File: src/rtl/uart_rx.sv
// 8N1 receiver for the debug UART with in-band ESC/RESUME flow control decoding.
// Optional stop-bit checking is enabled by defining UART_RX_FRAME_ERR_EN.
module uart_rx #(
  parameter int          CLK_RATE  = 100 * 10**6,
  parameter int          BAUD_RATE = 115200,
  parameter logic [7:0]  ESC       = 8'hB1,
  parameter logic [7:0]  RESUME    = 8'h00
) (
  input  logic       CLK_I,
  input  logic       RST_I,
  input  logic       RX_I,
  input  logic       CHANNEL_I,
  output logic       RX2_O,
  output logic [7:0] DATA_O,
  output logic       RX_DONE_O,
  output logic       PAUSE_O,
  output logic       FRAME_ERR_O,
  output logic [2:0] STATE_O
);

  localparam int BIT_CYC = CLK_RATE / BAUD_RATE;
  localparam int CNT_W   = $clog2(BIT_CYC);
  localparam logic [CNT_W-1:0] CNT_LAST = CNT_W'(BIT_CYC - 1);
  localparam logic [CNT_W-1:0] CNT_HALF = CNT_W'(BIT_CYC / 2 - 1);

  typedef enum logic [2:0] {
    st_idle    = 3'd0,
    st_start   = 3'd1,
    st_data    = 3'd2,
    st_stop    = 3'd3,
    st_deliver = 3'd4,
    st_break   = 3'd5
  } state_t;

  state_t           state, state_nxt;
  logic [1:0]       sync;
  logic             rx_s;
  logic [CNT_W-1:0] cnt, cnt_nxt;
  logic [2:0]       bitnum, bitnum_nxt;
  logic [7:0]       shreg, shreg_nxt;
  logic             stop_q;
  logic             commit;
  logic             stop_bad;
  logic [7:0]       data_q;
  logic             done_q;
  logic             pause_q;

  assign rx_s = sync[1];

  always_comb begin
    state_nxt  = state;
    cnt_nxt    = cnt + 1'b1;
    bitnum_nxt = bitnum;
    shreg_nxt  = shreg;
    commit     = 1'b0;
    case (state)
      st_idle: begin
        cnt_nxt = '0;
        if (!rx_s) state_nxt = st_start;
      end
      st_start: begin
        if (cnt == CNT_HALF) begin
          cnt_nxt    = '0;
          bitnum_nxt = '0;
          state_nxt  = rx_s ? st_idle : st_data;
        end
      end
      st_data: begin
        if (cnt == CNT_LAST) begin
          cnt_nxt           = '0;
          shreg_nxt[bitnum] = rx_s;
          bitnum_nxt        = bitnum + 3'd1;
          if (bitnum == 3'd7) state_nxt = st_stop;
        end
      end
      st_stop: begin
        if (cnt == CNT_LAST) begin
          cnt_nxt   = '0;
          commit    = 1'b1;
          state_nxt = st_deliver;
        end
      end
      st_deliver: begin
        // A low stop bit means the line may be in break; wait for it to go high.
        cnt_nxt   = '0;
        state_nxt = stop_q ? st_idle : st_break;
      end
      st_break: begin
        cnt_nxt = '0;
        if (rx_s) state_nxt = st_idle;
      end
      default: begin
        cnt_nxt   = '0;
        state_nxt = st_idle;
      end
    endcase
    if (CHANNEL_I) begin
      state_nxt  = st_idle;
      cnt_nxt    = '0;
      bitnum_nxt = '0;
      commit     = 1'b0;
    end
  end

`ifdef UART_RX_FRAME_ERR_EN
  assign stop_bad = ~rx_s;
`else
  assign stop_bad = 1'b0;
`endif

  // Results are registered on the stop-bit sample so they are valid during st_deliver.
  always_ff @(posedge CLK_I) begin
    if (RST_I) begin
      state   <= st_idle;
      sync    <= 2'b11;
      cnt     <= '0;
      bitnum  <= '0;
      shreg   <= '0;
      stop_q  <= 1'b1;
      data_q  <= '0;
      done_q  <= 1'b0;
      pause_q <= 1'b0;
    end else begin
      state  <= state_nxt;
      sync   <= {sync[0], RX_I};
      cnt    <= cnt_nxt;
      bitnum <= bitnum_nxt;
      shreg  <= shreg_nxt;
      done_q <= 1'b0;
      if (commit) begin
        stop_q <= rx_s;
        if (!stop_bad) begin
          if (shreg == ESC) begin
            pause_q <= 1'b1;
          end else if (shreg == RESUME && pause_q) begin
            pause_q <= 1'b0;
          end else begin
            data_q <= shreg;
            done_q <= 1'b1;
          end
        end
      end
    end
  end

`ifdef UART_RX_FRAME_ERR_EN
  logic ferr_q;
  always_ff @(posedge CLK_I) begin
    if (RST_I) ferr_q <= 1'b0;
    else       ferr_q <= commit & stop_bad;
  end
  assign FRAME_ERR_O = ferr_q & ~CHANNEL_I;
`else
  assign FRAME_ERR_O = 1'b0;
`endif

  assign RX2_O     = CHANNEL_I ? RX_I : 1'b1;
  assign DATA_O    = data_q;
  assign RX_DONE_O = done_q & ~CHANNEL_I;
  assign PAUSE_O   = pause_q;
  assign STATE_O   = state;

endmodule

File: config.mk
export PLATFORM = sky130hd
export DESIGN_NAME = uart_rx
export DESIGN_NICKNAME = d
export VERILOG_FILES = /design/src/rtl/uart_rx.sv
export SDC_FILE = /design/constraint.sdc
export NUM_CORES = 1
export LEC_CHECK = 0
export ABC_AREA = 1
export BUFFER_PORTS_ARGS = -buffer_cell sky130_fd_sc_hd__buf_2
export CORE_ASPECT_RATIO = 1.4
export CORE_UTILIZATION = 45
export CTS_BUF_LIST = sky130_fd_sc_hd__clkbuf_2
export CTS_CLUSTER_DIAMETER = 40
export DETAILED_ROUTE_END_ITERATION = 8
export SETUP_SLACK_MARGIN = 0.5
export SYNTH_ARGS = -nofsm -noshare
export SYNTH_HDL_FRONTEND = slang
export SYNTH_SLANG_ARGS = --single-unit
File: constraint.sdc
create_clock -name CLK_I -period 2.5 [get_ports CLK_I]
set_clock_uncertainty 0.2 [all_clocks]
set_input_delay 0.5 -clock CLK_I [delete_from_list [all_inputs] [get_ports CLK_I]]
set_output_delay 0.5 -clock CLK_I [all_outputs]
set_load 0.02 [all_outputs]
==> flow_metrics.env <==
export IMPL_outcome="finished with violations"
export IMPL_failed_checks="design-rule violations"
export IMPL_drtIter0Drc=42
export IMPL_maxCapViolCount=0
export IMPL_crit_family="flip-flops"
export IMPL_hold_viol_final=0
export IMPL_clk_pin_slew_ns=0.16
export IMPL_async_flop_share_pct=0
export IMPL_grt_setup_unrepaired="false"
export IMPL_synth_area_per_cell_um2=6.79
export IMPL_grtUsageTotal_pct=19.0
export IMPL_worstSkewPairLatency_ns=0.37
export IMPL_gp_congestion=0.805
export IMPL_power_density_mw_per_mm2=474
export IMPL_hp_class="in2reg"
export IMPL_synth_top_cell_area_share_pct=38.4
export IMPL_netlist_area_mm2=0.00193
export IMPL_initial_core_util_pct=48.0
export IMPL_io_buffers=17
export IMPL_multi_input_area_mm2=0.00104
export IMPL_drive_above_1_share_pct=14.8
export IMPL_ios=19
export IMPL_grtUsageMet1_pct=17.8
export IMPL_whs_ns=0.111
export IMPL_cts_root_buf="clkbuf_2"
export IMPL_dieArea_mm2=0.00455
export IMPL_ys_warn_count=0
export IMPL_cts_path_max_buffers=2
export IMPL_antenna_cells=0
export IMPL_regArea_um2=741
export IMPL_use_met3_pct=3.89
export IMPL_synthCells=284
export IMPL_grt_pass1_vias=1510
export IMPL_max_stage_delay_ns=0.55
export IMPL_power_leakage_nw=0.892
export IMPL_worstSetupPathDepth=1
export IMPL_synth_edff_count=0
export IMPL_cp_required_ns=1.80
export IMPL_drcViolationCount=2
export IMPL_std_cell_rows=27
export IMPL_grt_overflow=0
export IMPL_use_met2_pct=36.8
export IMPL_crit_path_end_kind="output pin"
export IMPL_synth_cell_types=30
export IMPL_combinationalPowerShare_pct=13.2
export IMPL_area_growth_synth_to_final_pct=8.37
export IMPL_core_mm2=0.00402
export IMPL_synth_commonest_cells="nor2_1, nand2_1, dfxtp_1"
export IMPL_switching_share_pct=28.8
export IMPL_critPathBufInv=1
export IMPL_cp_start_kind="flip-flop"
export IMPL_ys_flop_type="dfxtp_1"
export IMPL_synthesis_nets=292
export IMPL_p_sw_uw=286
export IMPL_cp_max_fo=8
export IMPL_die_w_um=57.3
export IMPL_reg2regPathDepth=8
export IMPL_wl_per_cell_um=11.1
export IMPL_min_period_ns=1.84
export IMPL_seq_area_frac_synth_pct=38.4
export IMPL_synth_top_cells_by_area="dfxtp_1, nor2_1, nand2_1"
export IMPL_crit_path_cell_trace="buf_2"
export IMPL_viasPerCell=4.98
export IMPL_synth_area_leader_cell="dfxtp_1"
export IMPL_whs_path_depth=3
export IMPL_finalCritPeriodShare_pct=73.5
export IMPL_drv_slew=0
export IMPL_fillCellCount=415
export IMPL_grt_pass1_wl_um=6490
export IMPL_fin_tns_setup_ns=0
export IMPL_cts_hold_buf=0
export IMPL_internal_power_uw=706
export IMPL_pwr_share_seq_pct=62.0
export IMPL_critPathArrivalTime_ns=1.14
export IMPL_top_usage_layer="met2"
export IMPL_drtAntennaViolNets=0
export IMPL_dp_hpwl_um=3050
export IMPL_drt_pass1_iter_count=6
export IMPL_ys_seq_elements=37
export IMPL_final_cells=348
export IMPL_critPathKind="reg2out"
export IMPL_finalWirelength_um=3850
export IMPL_ir_worst_vdd_v=0.000241
export IMPL_clkSinkCount=37
export IMPL_vias=1734
export IMPL_place_inst=341
export IMPL_dieHeight_um=79.5
export IMPL_cts_setup_buffers=0
export IMPL_cts_inserted_buffers=5
export IMPL_yosysMostFrequentCell="nor2_1"
export IMPL_utilization_pct=52.0
export IMPL_cpMaxStageDelayCell="dfxtp_1"
export IMPL_clockPowerShare_pct=24.8
export IMPL_cts_htree_levels=2
export IMPL_fmax_mhz=544
export IMPL_grt_max_degree=19
export IMPL_cts_tree="yes"
export IMPL_antenna_found_initial=0
export IMPL_setup_viol=0
export IMPL_final_nets=313
[worst paths after layout]
| path | slack, ns | from | endpoint |
|---|---|---|---|
| worst max-delay path | 0.66 | STATE_O[2] | STATE_O[2] |
| worst min-delay path | 0.11 | RX_I | sync[0] |
| worst max register to register | 0.69 | cnt[0] | DATA_O[0] |
| worst min register to register | 0.24 | sync[0] | sync[1] |
[cell usage in the layout (no fill, tap or decap), drive strengths merged]
cell type  netlist  final
nor2            77     77
inv             35     35
o211ai           1      1
nand3           34     34
buf              2     17
nand2           56     56
nor3             5      5
clkbuf           1      6
xor2             5      5
conb             1      1
clkinv           1      2
or2              1      1
dfxtp           37     37
a21oi           11     11
nand4            2      2
nand3b           3      3
xnor2            1      1
ha               4      4
o21ai            6      6
nor4             1      1
[per-layer routing]
metal	part of all wire, %	routed length, um
met1	39	1500
met2	55	2130
met3	2.1	82
met4	3.9	150
met5	0	0
[registers in the layout, indices dropped and copies added, names as in the netlist]
name     count
cnt         10
DATA_O       8
shreg        8
STATE_O      3
bitnum       3
sync         2
PAUSE_O      1
done_q       1
stop_q       1
[power by group through the flow]
stage	registers (mW)	logic (mW)	clock network, mW
final	0.615	0.131	0.246
after global routing	0.618	0.151	0.290
after CTS	0.615	0.133	0.264
after detailed placement	0.627	0.132	0
after global placement	0.627	0.132	0
after floorplan	0.630	0.0977	0
[repair_timing]
action | in CTS | in global routing
setup endpoints to repair | 0 | 3
hold endpoints to repair | 0 | 0
gates resized for setup | 0 | 1
[cell type report]
class	instances	share of cell area (%)
inverters	36	6.47
multi-input cells	208	49.8
clock inverters	1	0.180
flip-flops and latches	37	35.4
repair buffers	17	4.07
well taps	43	2.57
clock buffers	6	1.44
[stage by stage]
| step | setup WS (ns) | area [um2] | power [mW] |
|---|---|---|---|
| final | 0.662 | 2090 | 0.991 |
| after floorplan | 0.853 | 1930 | 0.728 |
| after detailed placement | 0.651 | 2050 | 0.760 |
| after global routing | 0.507 | 2090 | 1.06 |
| after global placement | 0.684 | 2050 | 0.760 |
| after CTS | 0.629 | 2080 | 1.01 |
[logic make-up (layout without fill, tap and decap cells)]
group,Yosys count,in the layout,share of synthesized area (%)
other,1,1,0.194
DFF,37,37,38.4
AOI/OAI and AO/OA,18,18,4.80
buffers and inverters,39,60,7.85
adders and majority gates,4,4,2.60
and+or+nand+nor,179,179,43.4
xor gates and xnor gates,6,6,2.73
No activity file was read; power rests on OpenSTA's default activity.
